--- config.mk ---
export PLATFORM = sky130hd
export DESIGN_NAME = writeback_stage
export DESIGN_NICKNAME = d
export VERILOG_FILES = /design/src/rtl/writeback_stage.sv
export SDC_FILE = /design/constraint.sdc
export NUM_CORES = 2
export LEC_CHECK = 0
export BUFFER_PORTS_ARGS = -buffer_cell sky130_fd_sc_hd__buf_2
export CELL_PAD_IN_SITES_DETAIL_PLACEMENT = 0
export CELL_PAD_IN_SITES_GLOBAL_PLACEMENT = 1
export CORE_AREA = 2 2 422 424
export CTS_CLUSTER_DIAMETER = 150
export DETAILED_ROUTE_END_ITERATION = 10
export DIE_AREA = 0 0 424 426
export PLACE_DENSITY = 0.72
export SYNTH_ARGS = -nofsm -noshare
export SYNTH_HDL_FRONTEND = slang
export SYNTH_SLANG_ARGS = --single-unit
--- constraint.sdc ---
create_clock -name clk -period 2.05 [get_ports clk]
set_clock_uncertainty 0.2 [all_clocks]
set_input_delay 0.205 -clock clk [delete_from_list [all_inputs] [get_ports clk]]
set_output_delay 0.205 -clock clk [all_outputs]
set_load 0.005 [all_outputs]
--- src/rtl/writeback_stage.sv ---
// Y86-64 writeback stage: M/W pipeline register, 15-entry register file,
// and sticky halt tracking.
//
// Ports:
//   clk, rst_n            clock and asynchronous active-low reset
//   M_stat, mem_error     incoming status; mem_error forces ADR
//   M_icode, M_valE,      memory-stage results latched into W
//   m_valM, M_dstE,
//   M_dstM
//   W_stall               holds the W register
//   srcA/srcB, d_rvalA/B  combinational decode read ports
//   W_*                   latched W register (also forwarding sources)
//   halted                sticky: a non-AOK status has retired
`default_nettype none

module writeback_stage #(
   parameter int WIDTH = 64,
   parameter int NREGS = 15
) (
   input  logic             clk,
   input  logic             rst_n,
   input  logic [2:0]       M_stat,
   input  logic             mem_error,
   input  logic [3:0]       M_icode,
   input  logic [WIDTH-1:0] M_valE,
   input  logic [WIDTH-1:0] m_valM,
   input  logic [3:0]       M_dstE,
   input  logic [3:0]       M_dstM,
   input  logic             W_stall,
   input  logic [3:0]       srcA,
   input  logic [3:0]       srcB,
   output logic [WIDTH-1:0] d_rvalA,
   output logic [WIDTH-1:0] d_rvalB,
   output logic [2:0]       W_stat,
   output logic [3:0]       W_icode,
   output logic [WIDTH-1:0] W_valE,
   output logic [WIDTH-1:0] W_valM,
   output logic [3:0]       W_dstE,
   output logic [3:0]       W_dstM,
   output logic             halted
);

   localparam logic [3:0] RNONE = 4'hF;
   localparam logic [3:0] I_NOP = 4'h1;
   localparam logic [2:0] S_AOK = 3'd1;
   localparam logic [2:0] S_ADR = 3'd3;

   logic [2:0]       m_stat;
   logic             commit;
   logic             w_load;
   logic [WIDTH-1:0] rf [NREGS];

   assign m_stat = mem_error ? S_ADR : M_stat;
   assign w_load = !W_stall && !halted;
   // Only an AOK instruction that retires before the halt may commit.
   assign commit = !halted && (W_stat == S_AOK);

   always_ff @(posedge clk or negedge rst_n) begin
      if (!rst_n) begin
         W_stat  <= S_AOK;
         W_icode <= I_NOP;
         W_valE  <= '0;
         W_valM  <= '0;
         W_dstE  <= RNONE;
         W_dstM  <= RNONE;
      end else if (w_load) begin
         W_stat  <= m_stat;
         W_icode <= M_icode;
         W_valE  <= M_valE;
         W_valM  <= m_valM;
         W_dstE  <= M_dstE;
         W_dstM  <= M_dstM;
      end
   end

   always_ff @(posedge clk or negedge rst_n) begin
      if (!rst_n) begin
         halted <= 1'b0;
      end else if (!halted && (W_stat != S_AOK)) begin
         halted <= 1'b1;
      end
   end

   // M port is written last so it wins when dstE == dstM (popq %rsp).
   always_ff @(posedge clk or negedge rst_n) begin
      if (!rst_n) begin
         for (int i = 0; i < NREGS; i++) begin
            rf[i] <= '0;
         end
      end else if (commit) begin
         if (W_dstE != RNONE) begin
            rf[W_dstE] <= W_valE;
         end
         if (W_dstM != RNONE) begin
            rf[W_dstM] <= W_valM;
         end
      end
   end

   assign d_rvalA = (srcA == RNONE) ? '0 : rf[srcA];
   assign d_rvalB = (srcB == RNONE) ? '0 : rf[srcB];

endmodule

`default_nettype wire

==> flow_summary_export.csv <==
group,metric,value,unit
global_route,antenna_found_initial,10,
place,place_ws,-1.07,ns
status,status,"finished with violations",
timing,post-route-period-util,143,%
pwr,power_density,688,nW/um^2
pwr,ir_drop,0.622,mV
routing,dr.pass1.iters,10,
place,portBuffers,426,
pwr,p_comb_share,20.7,%
timing,fin_crit,2.93,ns
yosys,yosys.area.top_type,"dfrtp_1",
cts,htreeDepth,4,
setup_path,endpoint_kind,"primary output",
yosys,synth_area,62900,um^2
pwr,p_leak,40.3,nW
routing,finalWirelength,356000,um
pwr,power_frac_seq,37.6,%
final_layout,multi_input_area,37800,um^2
yosys,netlist_instances,6474,
yosys,synth_flop_cell,"dfrtp_1",
global_route,grt_pass1_vias,65300,
timing,rsz0062_at_grt,"yes",
die,initial_core_util,35.8,%
yosys,ys_seq_elements,1104,
pwr,p_int,0.0448,W
die,die_area,181000,um^2
timing,slew_viol_final,0,
cts,cts_made_buffers,139,
final_layout,final-seq-area,27700,um^2
cts,clock-sinks,1104,
final_layout,nFillCells,14800,
routing,via_per_inst,6.77,
yosys,ys_seq_area_share,43.9,%
place,hpwl,205000,um
cts,clk_pin_slew_worst_paths,0.06,ns
die,die_x,424,um
yosys,synthTopCellsByArea,"dfrtp_1 44%, mux4_2 9.2%, o22ai_1 9.2%, a21oi_1 7.1%, nor2_1 6.2%",
timing,worst_slew_pin_slew,0.933,ns
die,core,176000,um^2
routing,vias,68800,
routing,drc,0,
cts,root_buffer,"clkbuf_16",
routing,drt_iter0_drc,10700,
die,io_pins,427,
cts,clock_latency,0.82,ns
routing,ant_nets,0,
yosys,synth_commonest_cells,"1,094 x dfrtp_1, 1,045 x nor2_1, 921 x o22ai_1, 896 x a21oi_1, 501 x clkbuf_1",
timing,finalHoldViolations,0,
global_route,grt_pass1_wl,470000,um
pwr,report.power.total,0.0646,W
pwr,power.switching,0.0198,W
timing,fmax,341,MHz
setup_path,cp-start-kind,"flop",
yosys,syn_area_per_cell,9.72,um^2
global_route,grt_overflow_total,0,
worst_hold_path,hold_path.class,"input port to flop",
place,dp_cells,9432,
final_layout,nNetsFinal,7864,
yosys,synth_fp_nets,6629,
setup_path,required,1.64,ns
setup_path,crit_arrival,2.52,ns
run,cap_violations,0,
global_route,grt_max_degree,86,
setup_path,crit_path_max_fanout,3,
final_layout,final_cells,10200,
place,place_area,76000,um^2
pwr,p_sw_share,30.6,%
die,rows,154,
final_layout,fin_area,93800,um^2
routing,wl_per_cell,35.0,um
final_layout,area_delta_synth_final,49.0,%
setup_path,criticalPathCategory,"flop to primary output",
pwr,clkPwrFrac,41.7,%
yosys,yosys_warnings,0,
timing,setup_viol,1171,
final_layout,drive_gt1_share,38.0,%
global_route,track_usage,35.4,%
cts,cts_tree,"yes",
die,die_h,426,um
yosys,yosys.cell_count.top_type,"dfrtp_1",
final_layout,utilization,53.4,%
timing,relSlewSlack,37.8,%
yosys,async_reset_ff_share,100,%
yosys,synth_cell_type_count,52,
status,failed_checks,"setup timing",
cts,clockBufferDepth,3,
yosys,yosysTopAreaCellShare,43.5,%
timing,fin_ws,-0.878,ns
place,gp_congestion,0.947,
yosys,synth_edf_count,0,
-- critical path: stages (launching register included) --
cell,delay (ns)
dfrtp_1,0.40
mux4_2,0.49
nor2b_4,0.14
a211oi_2,0.22
buf_4,0.21
a2111oi_4,0.06
buf_2,0.18
-- metal layers --
layer | GRT usage [%] | share of wire, % | vias up
li1 | - | - | 26900
met5 | 0 | 0.036 | -
met3 | 10.5 | 14 | 1628
met4 | 23.7 | 8.6 | 14
met2 | 52.0 | 42 | 6002
met1 | 45.0 | 35 | 34200
-- stage by stage --
stage	hold WS (ns)	setup TNS, ns
floorplan	-0.291	-3.62
global placement	0.150	-242.00
detailed placement	0.155	-260.66
CTS	0.0173	-294.51
global route	0.0578	-408.71
finish	0.0354	-372.07
-- cells by family after synthesis --
kind of cell           after synthesis  share of synthesized area (%)
and+or+nand+nor                   1470                           10.6
muxes                              652                           15.7
DFF                               1104                           43.9
buffers and inverters              801                           5.54
AOI/OAI and AO/OA                 2447                           24.2
-- power by group through the flow --
stage / Sequential (W) / Clock [W] / Combinational [W]
after floorplan: 0.0236 / 0 / 0.00518
after global placement: 0.0244 / 0 / 0.0104
after detailed placement: 0.0245 / 0 / 0.0105
after CTS: 0.0241 / 0.0270 / 0.0119
after global routing: 0.0243 / 0.0280 / 0.0137
final: 0.0243 / 0.0269 / 0.0133
-- area by class of cell --
class / instances / share of cell area (%)
diodes: 6 / 0.0160
clock inverters: 52 / 0.749
well taps: 2340 / 3.12
inverters: 7 / 0.0307
clock buffers: 203 / 4.55
flip-flops and latches: 1104 / 29.5
multi-input cells: 4570 / 40.3
repair buffers: 1887 / 21.7
-- repair_timing --
action,in CTS,in global routing
cloned,31,64
setup buffers,77,120
endpoints found under the hold margin,1247,0
pin swaps,260,205
endpoints found under the setup margin,1176,1176
gates resized for setup,550,713
hold buffers,293,0
-- state kept, by name (all words and copies together) (netlist names) --
name / flops
W_icode: 4
halted: 1
rf: 960
W_dstM: 4
W_valE: 64
W_dstE: 4
W_stat: 3
W_valM: 64
-- layout by cell type (no fill, tap or decap), types with 33 or more instances in the layout --
master            n
mux2_2          140
o22ai_2          34
o22ai_4          41
buf_6            72
nor2_4           90
a21oi_2         121
a211oi_2         73
o22ai_1         846
buf_16           46
a211oi_1        258
mux4_2          256
buf_2           414
nor2b_1         177
mux2i_1         255
nor2b_4          80
nor2_1          925
clkbuf_16       210
a22o_1           53
a2111oi_4        75
dfrtp_1        1088
a21oi_1         775
a211oi_4         53
clkbuf_8         33
a2111oi_2        41
buf_4           656
nand2b_1         38
buf_12          318
dlygate4sd3_1   292
-- final timing paths --
path	startpoint	endpoint	slack (ns)	cells after the start
max	rf[737]	d_rvalB[33]	-0.88	6
min	M_valE[26]	W_valE[26]	0.04	3
max reg2reg	W_dstM[3]	rf[8]	-0.42	9
min reg2reg	W_icode[2]	W_icode[2]	0.30	1
max in group asynchronous	rst_n	rf[4]	0.30	6
min in group asynchronous	rst_n	rf[1]	0.45	4
Note: power is estimated with default switching activity, not from simulation.
